===== src/rtl/cache_mem_tester_pkg.sv =====
// Shared types for the cache traffic generator: FSM states, write-enable codes
// and the address-derived data pattern that both writer and checker agree on.
package cache_mem_tester_pkg;

    typedef enum logic [2:0] {
        ST_IDLE,
        ST_WR_ISSUE,
        ST_WR_WAIT,
        ST_RD_ISSUE,
        ST_RD_WAIT,
        ST_DONE
    } tester_state_t;

    localparam logic [3:0] WRITE_ALL = 4'b1111;
    localparam logic [3:0] READ      = 4'b0000;

    function automatic logic [31:0] pattern(input logic [31:0] addr, input logic [31:0] seed);
        return addr ^ seed;
    endfunction

endpackage


===== src/rtl/access_timeout.sv =====
// Per-access watchdog: loadable down-counter, expiry once it has run down to zero.
// Load/clear take effect on the next edge; expiry is masked while a reload is pending.
module access_timeout #(
    parameter int unsigned LOAD_VALUE = 4095
) (
    input  logic clk,
    input  logic rst,
    input  logic load,
    input  logic clear,
    output logic expired
);

    localparam int unsigned CW = (LOAD_VALUE > 0) ? $clog2(LOAD_VALUE + 1) : 1;

    logic [CW-1:0] count;
    logic          armed;

    always_ff @(posedge clk or posedge rst) begin
        if (rst) begin
            count <= '0;
            armed <= 1'b0;
        end else if (clear) begin
            count <= '0;
            armed <= 1'b0;
        end else if (load) begin
            count <= CW'(LOAD_VALUE);
            armed <= 1'b1;
        end else if (armed && (count != '0)) begin
            count <= count - CW'(1);
        end
    end

    // A leftover count from the previous access must not fire before the reload lands.
    assign expired = armed && (count == '0) && !load;

endmodule


===== src/rtl/cache_mem_tester.sv =====
// Writes addr^SEED to WORD_COUNT words through the cache CPU port, reads back and checks.
// Two cycles per access when the cache never stalls; waits on busy/data_out_ready, aborts on timeout.
module cache_mem_tester
    import cache_mem_tester_pkg::*;
#(
    parameter logic [31:0] ADDR_START     = 32'h0000_0000,
    parameter int unsigned WORD_COUNT     = 64,
    parameter logic [31:0] SEED           = 32'h1234_5678,
    parameter int unsigned TIMEOUT_CYCLES = 4096
) (
    input  logic        clk,
    input  logic        rst,
    input  logic        start,
    output logic [31:0] address,
    output logic [31:0] data_in,
    output logic [3:0]  write_enable,
    input  logic [31:0] data_out,
    input  logic        data_out_ready,
    input  logic        busy,
    output logic        running,
    output logic        done,
    output logic        pass,
    output logic        timeout,
    output logic [15:0] error_count,
    output logic [31:0] first_error_addr
);

    localparam int unsigned IDX_W    = (WORD_COUNT > 1) ? $clog2(WORD_COUNT) : 1;
    localparam logic [IDX_W-1:0] LAST_IDX = IDX_W'(WORD_COUNT - 1);
    localparam int unsigned TMO_LOAD = (TIMEOUT_CYCLES > 0) ? TIMEOUT_CYCLES - 1 : 0;

    tester_state_t    state;
    logic [IDX_W-1:0] word_idx;
    logic             tmo_load;
    logic             tmo_clear;
    logic             tmo_expired;
    logic             rd_mismatch;
    logic             last_word;
    logic [15:0]      error_count_inc;

    access_timeout #(
        .LOAD_VALUE(TMO_LOAD)
    ) u_access_timeout (
        .clk    (clk),
        .rst    (rst),
        .load   (tmo_load),
        .clear  (tmo_clear),
        .expired(tmo_expired)
    );

    assign rd_mismatch     = (data_out != pattern(address, SEED));
    assign last_word       = (word_idx == LAST_IDX);
    assign error_count_inc = (error_count == 16'hFFFF) ? error_count : error_count + 16'd1;

    // The counter is reloaded one edge after the FSM enters an issue state, so it is
    // loaded with TIMEOUT_CYCLES-1 to keep the abort at TIMEOUT_CYCLES+1 cycles after issue.
    always_ff @(posedge clk or posedge rst) begin
        if (rst) begin
            state            <= ST_IDLE;
            word_idx         <= '0;
            address          <= '0;
            data_in          <= '0;
            write_enable     <= READ;
            running          <= 1'b0;
            done             <= 1'b0;
            pass             <= 1'b0;
            timeout          <= 1'b0;
            error_count      <= '0;
            first_error_addr <= '0;
            tmo_load         <= 1'b0;
            tmo_clear        <= 1'b0;
        end else begin
            tmo_load  <= 1'b0;
            tmo_clear <= 1'b0;

            unique case (state)
                ST_IDLE, ST_DONE: begin
                    if (start) begin
                        state            <= ST_WR_ISSUE;
                        word_idx         <= '0;
                        address          <= ADDR_START;
                        write_enable     <= READ;
                        running          <= 1'b1;
                        done             <= 1'b0;
                        pass             <= 1'b0;
                        timeout          <= 1'b0;
                        error_count      <= '0;
                        first_error_addr <= '0;
                        tmo_load         <= 1'b1;
                    end
                end

                ST_WR_ISSUE: begin
                    if (tmo_expired) begin
                        state        <= ST_DONE;
                        write_enable <= READ;
                        running      <= 1'b0;
                        done         <= 1'b1;
                        pass         <= 1'b0;
                        timeout      <= 1'b1;
                        tmo_clear    <= 1'b1;
                    end else if (!busy) begin
                        state        <= ST_WR_WAIT;
                        data_in      <= pattern(address, SEED);
                        write_enable <= WRITE_ALL;
                    end
                end

                // busy is first sampled at the end of the cycle the write strobe is on the bus.
                ST_WR_WAIT: begin
                    write_enable <= READ;
                    if (tmo_expired) begin
                        state     <= ST_DONE;
                        running   <= 1'b0;
                        done      <= 1'b1;
                        pass      <= 1'b0;
                        timeout   <= 1'b1;
                        tmo_clear <= 1'b1;
                    end else if (!busy) begin
                        tmo_load <= 1'b1;
                        if (last_word) begin
                            state    <= ST_RD_ISSUE;
                            address  <= ADDR_START;
                            word_idx <= '0;
                        end else begin
                            state    <= ST_WR_ISSUE;
                            address  <= address + 32'd4;
                            word_idx <= word_idx + IDX_W'(1);
                        end
                    end
                end

                ST_RD_ISSUE: begin
                    write_enable <= READ;
                    if (tmo_expired) begin
                        state     <= ST_DONE;
                        running   <= 1'b0;
                        done      <= 1'b1;
                        pass      <= 1'b0;
                        timeout   <= 1'b1;
                        tmo_clear <= 1'b1;
                    end else if (!busy) begin
                        state <= ST_RD_WAIT;
                    end
                end

                ST_RD_WAIT: begin
                    write_enable <= READ;
                    if (tmo_expired) begin
                        state     <= ST_DONE;
                        running   <= 1'b0;
                        done      <= 1'b1;
                        pass      <= 1'b0;
                        timeout   <= 1'b1;
                        tmo_clear <= 1'b1;
                    end else if (data_out_ready && !busy) begin
                        if (rd_mismatch) begin
                            error_count <= error_count_inc;
                            if (error_count == '0) begin
                                first_error_addr <= address;
                            end
                        end
                        if (last_word) begin
                            state     <= ST_DONE;
                            running   <= 1'b0;
                            done      <= 1'b1;
                            pass      <= !rd_mismatch && (error_count == '0) && !timeout;
                            tmo_clear <= 1'b1;
                        end else begin
                            state    <= ST_RD_ISSUE;
                            address  <= address + 32'd4;
                            word_idx <= word_idx + IDX_W'(1);
                            tmo_load <= 1'b1;
                        end
                    end
                end

                default: begin
                    state        <= ST_IDLE;
                    write_enable <= READ;
                    running      <= 1'b0;
                end
            endcase
        end
    end

endmodule


===== config.mk =====
export PLATFORM = sky130hd
export DESIGN_NAME = cache_mem_tester
export DESIGN_NICKNAME = d
export VERILOG_FILES = /design/src/rtl/cache_mem_tester_pkg.sv /design/src/rtl/access_timeout.sv /design/src/rtl/cache_mem_tester.sv
export SDC_FILE = /design/constraint.sdc
export NUM_CORES = 1
export LEC_CHECK = 0
export BUFFER_PORTS_ARGS = -buffer_cell sky130_fd_sc_hd__buf_2
export CORE_ASPECT_RATIO = 0.6
export CORE_MARGIN = 2
export CORE_UTILIZATION = 55
export DETAILED_ROUTE_END_ITERATION = 10
export HOLD_SLACK_MARGIN = 0.03
export PLACE_DENSITY = 0.8
export RECOVER_POWER = 25
export SLEW_MARGIN = 20
export SYNTH_ARGS = -nofsm -noshare
export SYNTH_HDL_FRONTEND = slang
export SYNTH_SLANG_ARGS = --single-unit

===== constraint.sdc =====
create_clock -name clk -period 5.32 [get_ports clk]
set_clock_uncertainty 0.05 [all_clocks]
set_input_delay 0.798 -clock clk [delete_from_list [all_inputs] [get_ports clk]]
set_output_delay 0.798 -clock clk [all_outputs]
set_load 0.05 [all_outputs]

After elaboration in Yosys (flattened, before gate mapping)
Index checks and enable logic that the tools add are counted.
{ "word_totals": {"register_bits": 144, "latchBits": 0, "ram_bits": 0, "rom_bits": 0, "output_inout_bits": 120, "elab_cells": 155, "mem_count": 0} }
{ "classes": {"addsub": 4, "mul": 0, "div_mod_pow": 0, "magnitude_cmp": 0, "n_eq_ne": 24, "shifts": 0, "n_mux": 77, "n_bitwise": 3, "n_reduce_logical": 32} }
{ "ops": {"columns": ["cell", "n"], "rows": [
  ["32-bit 2-to-1 mux", 11],
  ["32-bit case mux with 3 select lines", 1],
  ["16-bit 2-to-1 mux", 5],
  ["32-bit case mux with 2 select lines", 1],
  ["6-bit 2-to-1 mux", 7],
  ["12-bit 2-to-1 mux", 3],
  ["32-bit by 3-bit adder with 32-bit output, second input constant", 1],
  ["32-bit != test", 1],
  ["16-bit case mux with 2 select lines", 1],
  ["3-bit 2-to-1 mux", 10],
  ["1-bit 2-to-1 mux", 25],
  ["2-bit != test, second input constant", 9],
  ["6-bit case mux with 3 select lines", 1],
  ["16-bit by 1-bit adder with 16-bit output, second input constant", 1],
  ["16-bit equality test, second input constant", 1],
  ["16-bit zero test", 1],
  ["3-bit != test, second input constant", 5],
  ["3-bit case mux with 5 select lines", 1],
  ["13-bit inverter", 1],
  ["12-bit zero test", 1],
  ["4-bit 2-to-1 mux", 3],
  ["1-bit case mux with 3 select lines", 4],
  ["6-bit AND reduction", 2],
  ["12-bit nonzero test", 1],
  ["other kinds (24)", 43]
]} }

Longest topological paths before layout
Gate-level depths: netlist (run 1).
{ "depth": {"ltp_word": 9, "ltp_mapped": 10, "ltp_nobuf": 8} }

Modules after synthesis
A second synthesis (run 1) with hierarchy kept.
{ "hier_totals": {"hier_cells": 716, "area_unflattened_um2": 7158.1} }
{ "modules_own_cells": {"columns": ["module", "instances", "cells_each", "area_per_inst_um2"], "rows": [
  ["cache_mem_tester", 1, 635, 6342.3],
  ["access_timeout", 1, 81, 815.8]
]} }

Least setup slack after synthesis (run 1)
OpenSTA, ideal clock, no wires.
{ "synth_timing": {"path_kind": "register to register", "start": "register address[2]", "end": "register address[20]", "setup_ns": 0.124, "arrival_time_ns": 2.474, "path_slack_ns": 2.672, "path_stages_with_launch": 9, "path_cell_list": "dfrtp_1 ha_1 nand3_2 or3_1 buf_2 nor4_4 nand3_1 and3_1 a211o_1"} }
{ "synth_via": {"elab_chain_len": 5, "word_cells_on_any_way": 8, "classes_between": "add/sub: 1; mux: 7"} }
{ "synth_rtl": {"columns": ["item", "line_no", "text"], "rows": [
  ["start: declaration", "cache_mem_tester.sv:14", "output logic [31:0] address,"],
  ["start signal: assignment", "cache_mem_tester.sv:127", "address <= address + 32'd4;"],
  ["start signal: assignment", "cache_mem_tester.sv:171", "address <= address + 32'd4;"],
  ["32-bit by 3-bit adder with 32-bit output *", "cache_mem_tester.sv:127, cache_mem_tester.sv:171", null],
  ["32-bit 2-to-1 mux, on equally long branches", "cache_mem_tester.sv:163, cache_mem_tester.sv:121", null],
  ["32-bit 2-to-1 mux, on equally long branches", "cache_mem_tester.sv:156, cache_mem_tester.sv:119", null],
  ["32-bit 2-to-1 mux, on equally long branches", "cache_mem_tester.sv:149, cache_mem_tester.sv:112", null],
  ["32-bit case mux with 3 select lines *", "cache_mem_tester.sv:76", "unique case (state)"]
]} }
Mark *: on every way between the ends. The rest lies on a longest branch, timed or not. The select of a mux whose other input is x is not followed.
A chain may end at the register's enable or synchronous reset.

Final worst setup path (run 1)
{ "layout_timing": {"start": "register u_access_timeout.count[0]", "end": "register address[10]"} }
{ "layout_via": {"elab_chain_len": 5, "word_cells_on_any_way": 6, "classes_between": "eq/ne: 2; reduce/logical: 4"} }
{ "layout_rtl": {"columns": ["item", "line_no", "text"], "rows": [
  ["start: declaration", "access_timeout.sv:15", "logic [CW-1:0] count;"],
  ["start signal: assignment", "access_timeout.sv:26", "count <= CW'(LOAD_VALUE);"],
  ["start signal: assignment", "access_timeout.sv:29", "count <= count - CW'(1);"],
  ["12-bit zero test *", "access_timeout.sv:34", "assign expired = armed && (count == '0) && !load;"],
  ["1-bit logical AND * (2 in series)", "access_timeout.sv:34", null],
  ["2-bit != test (no line)", null, null],
  ["7-bit AND reduction (no line) *", null, null]
]} }
Mark *: on every way between the ends. The rest lies on a longest branch, timed or not.

==> impl_metrics.toml, run 1 <==
[status]
status = "finished, final reports clean"

[floorplanning]
rows = 32
core_area_um2 = 12970
io-pin-count = 157
die_area_um2 = 14370
dieWidth_um = 153.4
die_y_um = 93.67
initial_core_util_pct = 56.81

[power_and_ir_drop]
leakage_uw = 0.003977
ir_worst_vdd_uv = 208.0
power.density_nw_per_um2 = 425.0

[critical_path]
required_ns = 5.53
worstSetupEndpointType = "flop"
startpoint_type = "flop"
slowest_delay_ns = 0.79
worstPathArrival_ns = 3.51
cp.depth = 8
cp_cell_sequence = "inv_1, ha_1, nor4b_2, and4_1, nor2_2, o221ai_4, o21ai_0, o41ai_1"
slowest_stage = "o221ai_4"
cp_top_family = "compound AO/OA/AOI/OAI gates"
crit_fanout = 43
reg2reg_depth = 8
cp_num_buf_inv = 1
critPathKind = "reg2reg"

[route]
drc = 0
vias_per_cell = 6.078
route.vias.total = 6570
antenna_left = 0
wl_per_cell_um = 18.80
wl_mm = 20.32
dr.pass1.iters = 5
drtIter0Drc = 589

[timing]
finalSetupViolations = 0
fin_tns_setup_ns = 0
max_freq_mhz = 303.3
hold_violations = 0
final_max_slew_viol_count = 0
relSlewSlack_pct = 30.23
setup_slack_ns = 2.023
fin_crit_sh_pct = 61.98
post-route-min-period_ns = 3.297
rsz0062_at_grt = "false"
tightest_slew_ns = 1.044

[yosys]
netlist.area_leader.share_pct = 45.84
syn_avg_cell_area_um2 = 9.317
synth_top_flop_cell = "dfrtp_1"
seq_area_frac_synth_pct = 45.84
ys_ff_latch = 135
synth_edf_count = 0
synth.cell_area_um2 = 7370
synth_most_common_cell = "dfrtp_1"
synth_cells = 791
synth_area_leader_cell = "dfrtp_1"
yosys_warnings = 0
ys_types = 66
synth_common_cells = "135 x dfrtp_1, 130 x nand2_1, 68 x o21ai_0, 35 x clkbuf_1, 34 x nor2_1"
synth_area_leaders = "dfrtp_1 46%, nand2_1 6.6%, o21ai_0 4.6%"
ys_async_sr_fraction_pct = 100.0

[grt]
antenna_found_initial = 0
grt_pass1_vias = 6054
grt_overflow = 0
grt_max_degree = 100
track_usage_pct = 28.94
grt_first_pass_wirelength_mm = 32.62

[cts]
cts_tree = "yes"
cts_root_buf = "clkbuf_16"
cts.sinks = 135
h-tree-depth = 4
post-cts-setup-buffers = 0
clock_path_buffers = 2
cts_hold_buf = 0
clkTransAtPathRegs_ns = 0.06
cts-resized-gates = 0
cts_made_buffers = 17
insertion_delay_ns = 0.42

[final_layout]
area_delta_synth_final_pct = 17.25
final.fill_count = 1052
diodes = 0
drive_gt1_share_pct = 23.71
fin_util_pct = 66.61
fin_nets = 941

[min_path]
hp-class = "reg2reg"
hold_depth = 2

[placed_design]
preCtsSetupSlack_ns = 1.880
port_buffers = 150
routabilityCongestion = 0.8658
hpwl_mm = 13.36

[flow_run]
max-cap-violations = 0
## routing by layer
layer / share of wire, % / GRT usage, % / vias to the layer above
met4: 1.5 / 7.492 / 0
met3: 10 / 7.934 / 37
li1: - / - / 3007
met5: 0 / 0 / -
met1: 45 / 42.57 / 3182
met2: 43 / 42.52 / 344
## sequential cells by signal, indices dropped and copies added, names as in the netlist, 3 cells and up
signal and cells:
address 30, data_in 30, first_error_addr 30, error_count 16
u_access_timeout.count 12, word_idx 6, state 3
## cell usage in the layout, fill, tap and decap left out, types with 8 or more instances in the layout
cell,count
and3_1,11
nand2b_1,8
xor2_1,20
a31oi_1,13
or3_1,8
nand2_1,130
nor3_1,8
nor2_1,34
a21oi_1,23
o31ai_1,14
inv_1,23
dfrtp_1,135
nand3_1,30
o21ai_0,68
buf_2,149
mux2_2,15
clkbuf_16,17
nor4_1,13
o41ai_1,9
mux2i_1,32
xnor2_1,20
or4_1,10
nand4_1,19
## per-stage QoR
stage,cell area [um2],hold slack (ns),power (uW),instances
after CTS,8642,0.4294,3672,1081
final,8641,0.4249,3672,1081
after global placement,8029,0.4083,2414,1049
after global routing,8641,0.4624,3831,1081
after floorplan,7388,0.3911,2187,796
after detailed placement,8029,0.4162,2441,1049
## worst paths after layout
| path | slack [ns] | endpoint | start |
|---|---|---|---|
| min in group asynchronous | 0.50 | u_access_timeout.count[4] | rst |
| hold / removal | 0.42 | data_in[18] | data_in[18] |
| hold reg to reg | 0.42 | data_in[18] | data_in[18] |
| setup / recovery | 2.02 | address[10] | u_access_timeout.count[0] |
| max in group asynchronous | 3.71 | address[18] | rst |
| setup reg to reg | 2.02 | address[10] | u_access_timeout.count[0] |
## power breakdown
group          leakage [uW]  total [uW]  switching, uW  internal, uW
Sequential          0.00178        1290            150          1140
Clock              0.000291        1240            479           756
Combinational       0.00190        1140            844           301
## cells by family (layout without fill, tap and decap cells)
| family | count (synthesis) | in the layout | share of synthesized area [%] |
|---|---|---|---|
| AOI/OAI and AO/OA | 167 | 167 | 14.65 |
| xor gates and xnor gates | 40 | 40 | 4.754 |
| adders and majority gates | 6 | 6 | 1.019 |
| buffers and inverters | 96 | 211 | 6.367 |
| DFF | 135 | 135 | 45.84 |
| muxes | 47 | 47 | 6.638 |
| other | 1 | 6 | 0.05088 |
| and+or+nand+nor | 299 | 299 | 20.68 |
## worst register-to-register path, delay by kind of cell (launching register included)
| family | cells | cell delay [ns] |
|---|---|---|
| AOI/OAI and AO/OA | 3 | 1.28 |
| and+or+nand+nor | 3 | 1.15 |
| DFF | 1 | 0.41 |
| adders and majority gates | 1 | 0.15 |
| buffers and inverters | 1 | 0.11 |
## layout make-up
| type | count | area, um2 | area share [%] |
|---|---|---|---|
| tap | 170 | 212.7 | 2.462 |
| clock inverter | 13 | 170.2 | 1.969 |
| clock buffer | 19 | 442.9 | 5.126 |
| multi-input combinational | 565 | 3555 | 41.14 |
| sequential | 135 | 3378 | 39.10 |
| timing repair buffer | 155 | 787.0 | 9.108 |
| inverter | 24 | 95.09 | 1.100 |
(Power assumes the default switching activity.)
==> run 2: changes to the inputs <==
--- a/config.mk
+++ b/config.mk
@@ -8,10 +8,10 @@
 export BUFFER_PORTS_ARGS = -buffer_cell sky130_fd_sc_hd__buf_2
 export CORE_ASPECT_RATIO = 0.6
 export CORE_MARGIN = 2
-export CORE_UTILIZATION = 55
+export CORE_UTILIZATION = 50
 export DETAILED_ROUTE_END_ITERATION = 10
 export HOLD_SLACK_MARGIN = 0.03
-export PLACE_DENSITY = 0.8
+export PLACE_DENSITY = 0.77
 export RECOVER_POWER = 25
 export SLEW_MARGIN = 20
 export SYNTH_ARGS = -nofsm -noshare
==> constraint.sdc (replaced) <==
create_clock -name clk -period 2.98 [get_ports clk]
set_clock_uncertainty 0.05 [all_clocks]
set_input_delay 0.447 -clock clk [delete_from_list [all_inputs] [get_ports clk]]
set_output_delay 0.447 -clock clk [all_outputs]
set_load 0.05 [all_outputs]
==> run 2 against run 1 <==
Maximum frequency up 23%. Worst hold slack worse by 0.17 ns. Clock power up 74%. Clock-buffer cell count up 1. Die area up 9.6%. Power up 80%. Worst setup slack worse by 1.7 ns. Combinational power up 93%. Non-clock buffer count up 36. Sequential cell count unchanged. Critical path type unchanged. Highest routed layer unchanged. Largest power group unchanged. First-iteration DRC count unchanged.
==> impl_metrics.toml, run 2 (synthesis gave the netlist of run 1 again) <==
[final_layout]
stdcell_area_um2 = 8969
drive_gt1_share_pct = 26.82
reg.largest.list = "address (30), data_in (30), first_error_addr (30)"
fin_nets = 977
area_delta_synth_final_pct = 21.70
final_common_cell = "buf_2"
diodes = 0
layout_common_cells = "150 x buf_2, 135 x dfrtp_1, 130 x nand2_1"

[grt]
grt_first_pass_wirelength_mm = 33.73
grt_pass1_vias = 6088
track_usage_pct = 27.23
antenna_found_initial = 0
grt_overflow = 0
grt_max_degree = 58

[timing]
post-route-min-period_ns = 2.683
finalSetupViolations = 0
rsz0062_at_grt = "false"
tightest_slew_ns = 1.447
fin_tns_setup_ns = 0
relSlewSlack_pct = 3.539
final_max_slew_viol_count = 0
setup_slack_ns = 0.2974
hold_violations = 0
max_freq_mhz = 372.8
fin_crit_sh_pct = 90.02

[status]
status = "finished, final reports clean"

[critical_path]
worstPathArrival_ns = 2.93
cp_cell_sequence = "inv_1, ha_1, nor4b_2, and4_1, nor2_2, o221ai_4, buf_12, nor4_1, a211o_1"
crit_fanout = 22
slowest_stage = "and4_1"
slowest_delay_ns = 0.48
required_ns = 3.23
startpoint_type = "flop"
worstSetupEndpointType = "flop"
cp_num_buf_inv = 2
cp_top_family = "simple AND/OR/NAND/NOR gates"
critPathKind = "reg2reg"

[cts]
clkTransAtPathRegs_ns = 0.06
post-cts-setup-buffers = 0
cts_tree = "yes"
cts_root_buf = "clkbuf_16"
cts.sinks = 135
cts-resized-gates = 0
clock_path_buffers = 2
insertion_delay_ns = 0.42
cts_hold_buf = 0
h-tree-depth = 4
cts_made_buffers = 17

[min_path]
hp-class = "in2reg"

[route]
dr.pass1.iters = 5
wl_met1_mm = 9.948
wl_per_cell_um = 18.39
antenna_left = 0
route.vias.total = 6712
wl_met2_mm = 8.497
met3WireLength_mm = 2.235
top_layer_used = "met4"
drtIter0Drc = 589
vias_per_cell = 5.862
wl_mm = 21.05
drc = 0

[floorplanning]
core_area_um2 = 14460
io-pin-count = 157
die_area_um2 = 15760
initial_core_util_pct = 50.95
die_y_um = 98.04
rows = 34
dieWidth_um = 160.7

[power_and_ir_drop]
leakage_uw = 0.004169
power.density_nw_per_um2 = 738.4
ir_worst_vdd_uv = 464.7

[placed_design]
port_buffers = 150
hpwl_mm = 14.87
preCtsSetupSlack_ns = 0.3151
place_area_um2 = 8396
routabilityCongestion = 0.8843

[flow_run]
max-cap-violations = 0
-- run 2: cell count changes in the layout (fill, tap and decap cells not counted) --
cell,previous run,this run
bufinv_16,3,2
inv_6,5,4
clkbuf_2,0,2
clkbuf_8,1,3
buf_12,0,3
buf_2,149,150
clkbuf_1,2,0
clkinv_4,2,1
clkinvlp_4,3,4
buf_4,5,36
clkinvlp_2,0,1
-- run 2: path summary, 6_finish.rpt --
kind / endpoint / slack (ns) / depth (start not counted) / from
min in group asynchronous: address[3] / 0.27 / 2 / rst
hold reg to reg: data_in[14] / 0.42 / 2 / data_in[14]
max in group asynchronous: first_error_addr[23] / 0.63 / 3 / rst
setup reg to reg: address[5] / 0.30 / 9 / u_access_timeout.count[0]
setup / recovery: address[5] / 0.30 / 9 / u_access_timeout.count[0]
hold / removal: write_enable[2] / 0.26 / 2 / busy
-- run 2: power breakdown --
part | switching [uW] | internal, uW
combinational | 1570 | 625
clock | 849 | 1310
sequential | 229 | 2040
total | 2650 | 3970
-- run 2: through the flow --
step	std cells	util, %	hold WS, ns	power [uW]
after floorplan	796	-	0.3911	3905
after global placement	1113	58.05	0.4067	4447
after detailed placement	1113	58.05	0.4162	4477
after CTS	1145	62.23	0.1234	6632
after global routing	1145	62.01	0.2745	6967
final	1145	62.01	0.2568	6622
-- run 2: layout make-up --
cell class | instances | area [um2]
multi-input cells | 565 | 3555
well taps | 198 | 247.7
repair buffers | 191 | 1091
fillers | 1222 | 5495
clock inverters | 12 | 138.9
clock buffers | 20 | 466.7
flip-flops and latches | 135 | 3378
inverters | 24 | 91.34
-- run 2: layer usage --
layer	vias up	track usage, %
met5	-	0
met4	0	7.692
met3	39	7.647
met2	367	36.44
met1	3227	42.59
li1	3079	-
==> run 3: changes to the inputs <==
--- a/config.mk
+++ b/config.mk
@@ -8,11 +8,10 @@
 export BUFFER_PORTS_ARGS = -buffer_cell sky130_fd_sc_hd__buf_2
 export CORE_ASPECT_RATIO = 0.6
 export CORE_MARGIN = 2
-export CORE_UTILIZATION = 50
+export CORE_UTILIZATION = 55
 export DETAILED_ROUTE_END_ITERATION = 10
 export HOLD_SLACK_MARGIN = 0.03
-export PLACE_DENSITY = 0.77
-export RECOVER_POWER = 25
+export PLACE_DENSITY = 0.8
 export SLEW_MARGIN = 20
 export SYNTH_ARGS = -nofsm -noshare
 export SYNTH_HDL_FRONTEND = slang
==> constraint.sdc (replaced) <==
create_clock -name clk -period 3.05 [get_ports clk]
set_clock_uncertainty 0.05 [all_clocks]
set_input_delay 0.4575 -clock clk [delete_from_list [all_inputs] [get_ports clk]]
set_output_delay 0.4575 -clock clk [all_outputs]
set_load 0.05 [all_outputs]
==> run 3 against run 2 <==
Sequential power down 3%. Sequential share of layout area is 0.18 points lower. Core utilization is 7.5 points higher. Maximum frequency up 0.20%. Clock power decreased by 2%. Combinational power about the same. Via count grew 0.82%. Critical path depth did not move. Clock-buffer cell count decreased by 2. Global-route usage is 3.5 points higher.
==> impl_metrics.toml, run 3 (synthesis gave the netlist of run 1 again) <==
[status]
status = "finished, final reports clean"

[critical_path]
startpoint_type = "flop"
cp_top_family = "simple AND/OR/NAND/NOR gates"
slowest_stage = "and4_1"
r2r-end = "address[20]"
reg2reg_depth = 9
crit_fanout = 43
cp_num_buf_inv = 2
slowest_delay_ns = 0.49
r2r_start = "u_access_timeout.count[0]"
r2r_setup_slack_ns = 0.37
critPathKind = "reg2reg"
worstPathArrival_ns = 2.93
required_ns = 3.30
cp_cell_sequence = "inv_1, ha_1, nor4b_2, and4_1, nor2_2, o221ai_4, buf_12, nor4_1, a211o_1"
worstSetupEndpointType = "flop"

[floorplanning]
die_area_um2 = 14370
io-pin-count = 157
dieWidth_um = 153.4
rows = 32
core_area_um2 = 12970
die_y_um = 93.67
initial_core_util_pct = 56.81

[placed_design]
routabilityCongestion = 0.9050
hpwl_mm = 14.92
port_buffers = 150

[timing]
fin_crit_sh_pct = 87.78
rsz0062_at_grt = "false"
relSlewSlack_pct = 34.99
hold_violations = 0
max_freq_mhz = 373.5
post-route-min-period_ns = 2.677
finalSetupViolations = 0
fin_tns_setup_ns = 0
final_max_slew_viol_count = 0
tightest_slew_ns = 0.9752

[power_and_ir_drop]
leakage_uw = 0.004210
ir_worst_vdd_uv = 340.0
totalPowerFinal_uw = 6501
power.density_nw_per_um2 = 721.3

[grt]
antenna_found_initial = 0
grt_first_pass_wirelength_mm = 34.47
grt_overflow = 0
grt_pass1_vias = 6368
grt_max_degree = 47
track_usage_pct = 30.71

[cts]
cts_hold_buf = 0
h-tree-depth = 4
cts.sinks = 135
clock_path_buffers = 2
cts_root_buf = "clkbuf_16"
cts-resized-gates = 0
insertion_delay_ns = 0.42
cts_made_buffers = 17
cts_tree = "yes"
clkTransAtPathRegs_ns = 0.07
post-cts-setup-buffers = 0

[flow_run]
max-cap-violations = 0

[route]
antenna_left = 0
wl_mm = 21.29
wl_per_cell_um = 18.99
drtIter0Drc = 841
drc = 0
route.vias.total = 6767
vias_per_cell = 6.037
dr.pass1.iters = 6

[final_layout]
drive_gt1_share_pct = 27.13
fin_nets = 981
diodes = 0
layout_common_cells = "150 x buf_2, 135 x dfrtp_1, 130 x nand2_1"
area_delta_synth_final_pct = 22.29
reg.largest.list = "address (30), data_in (30), first_error_addr (30)"
final_common_cell = "buf_2"
fin_util_pct = 69.47

[min_path]
hp-class = "in2async"
==> run 3: cell count changes in the layout (fill, tap and decap cells not counted), sizes merged <==
cell and delta:
buf +6, clkbuf -4, clkinv +2, clkinvlp -2, inv +2
==> run 3: metrics by stage <==
step                hold slack, ns  area [um2]  cells  setup WS (ns)
floorplan                   0.3911        7392    796         0.4024
global placement            0.4077        8383   1088         0.4667
detailed placement          0.4172        8383   1088         0.4414
CTS                         0.2458        8985   1120         0.4071
global route               0.09961        9012   1121         0.2306
finish                     0.06274        9012   1121         0.3728
==> run 3: worst register-to-register path, cell delays in order (launching register included) <==
cell and delay [ns]:
dfrtp_1 0.41, inv_1 0.11, ha_1 0.15, nor4b_2 0.39, and4_1 0.49, nor2_2 0.16
o221ai_4 0.22, buf_12 0.23, nor4_1 0.09, a211o_1 0.27
==> run 3: area by class of cell <==
cell class	count	area [um2]
repair buffers	195	1171
flip-flops and latches	135	3378
fillers	1015	3960
well taps	170	212.7
multi-input cells	565	3555
clock buffers	18	439.2
clock inverters	14	162.7
inverters	24	93.84
==> run 3: worst max-delay path by stage <==
stage,from,to,slack (ns),depth (start not counted)
after floorplan,address[2],address[20],0.40,8
after global placement,u_access_timeout.count[0],address[5],0.47,9
after detailed placement,address[2],address[22],0.44,8
after CTS,address[2],address[18],0.41,8
after global routing,address[2],address[18],0.23,8
final,u_access_timeout.count[0],address[20],0.37,9
==> run 3: metal layers <==
| metal | up-vias | track usage [%] | wire [um] |
|---|---|---|---|
| li1 | 3093 | - | - |
| met1 | 3235 | 46.15 | 9798 |
| met2 | 397 | 42.49 | 8792 |
| met3 | 42 | 8.579 | 2244 |
| met4 | 0 | 10.63 | 457 |
| met5 | - | 0 | 0 |
==> run 3: power by group <==
part           total (uW)  internal [uW]  switching (uW)
combinational        2170            614            1560
sequential           2210           1990             220
clock                2120           1250             868
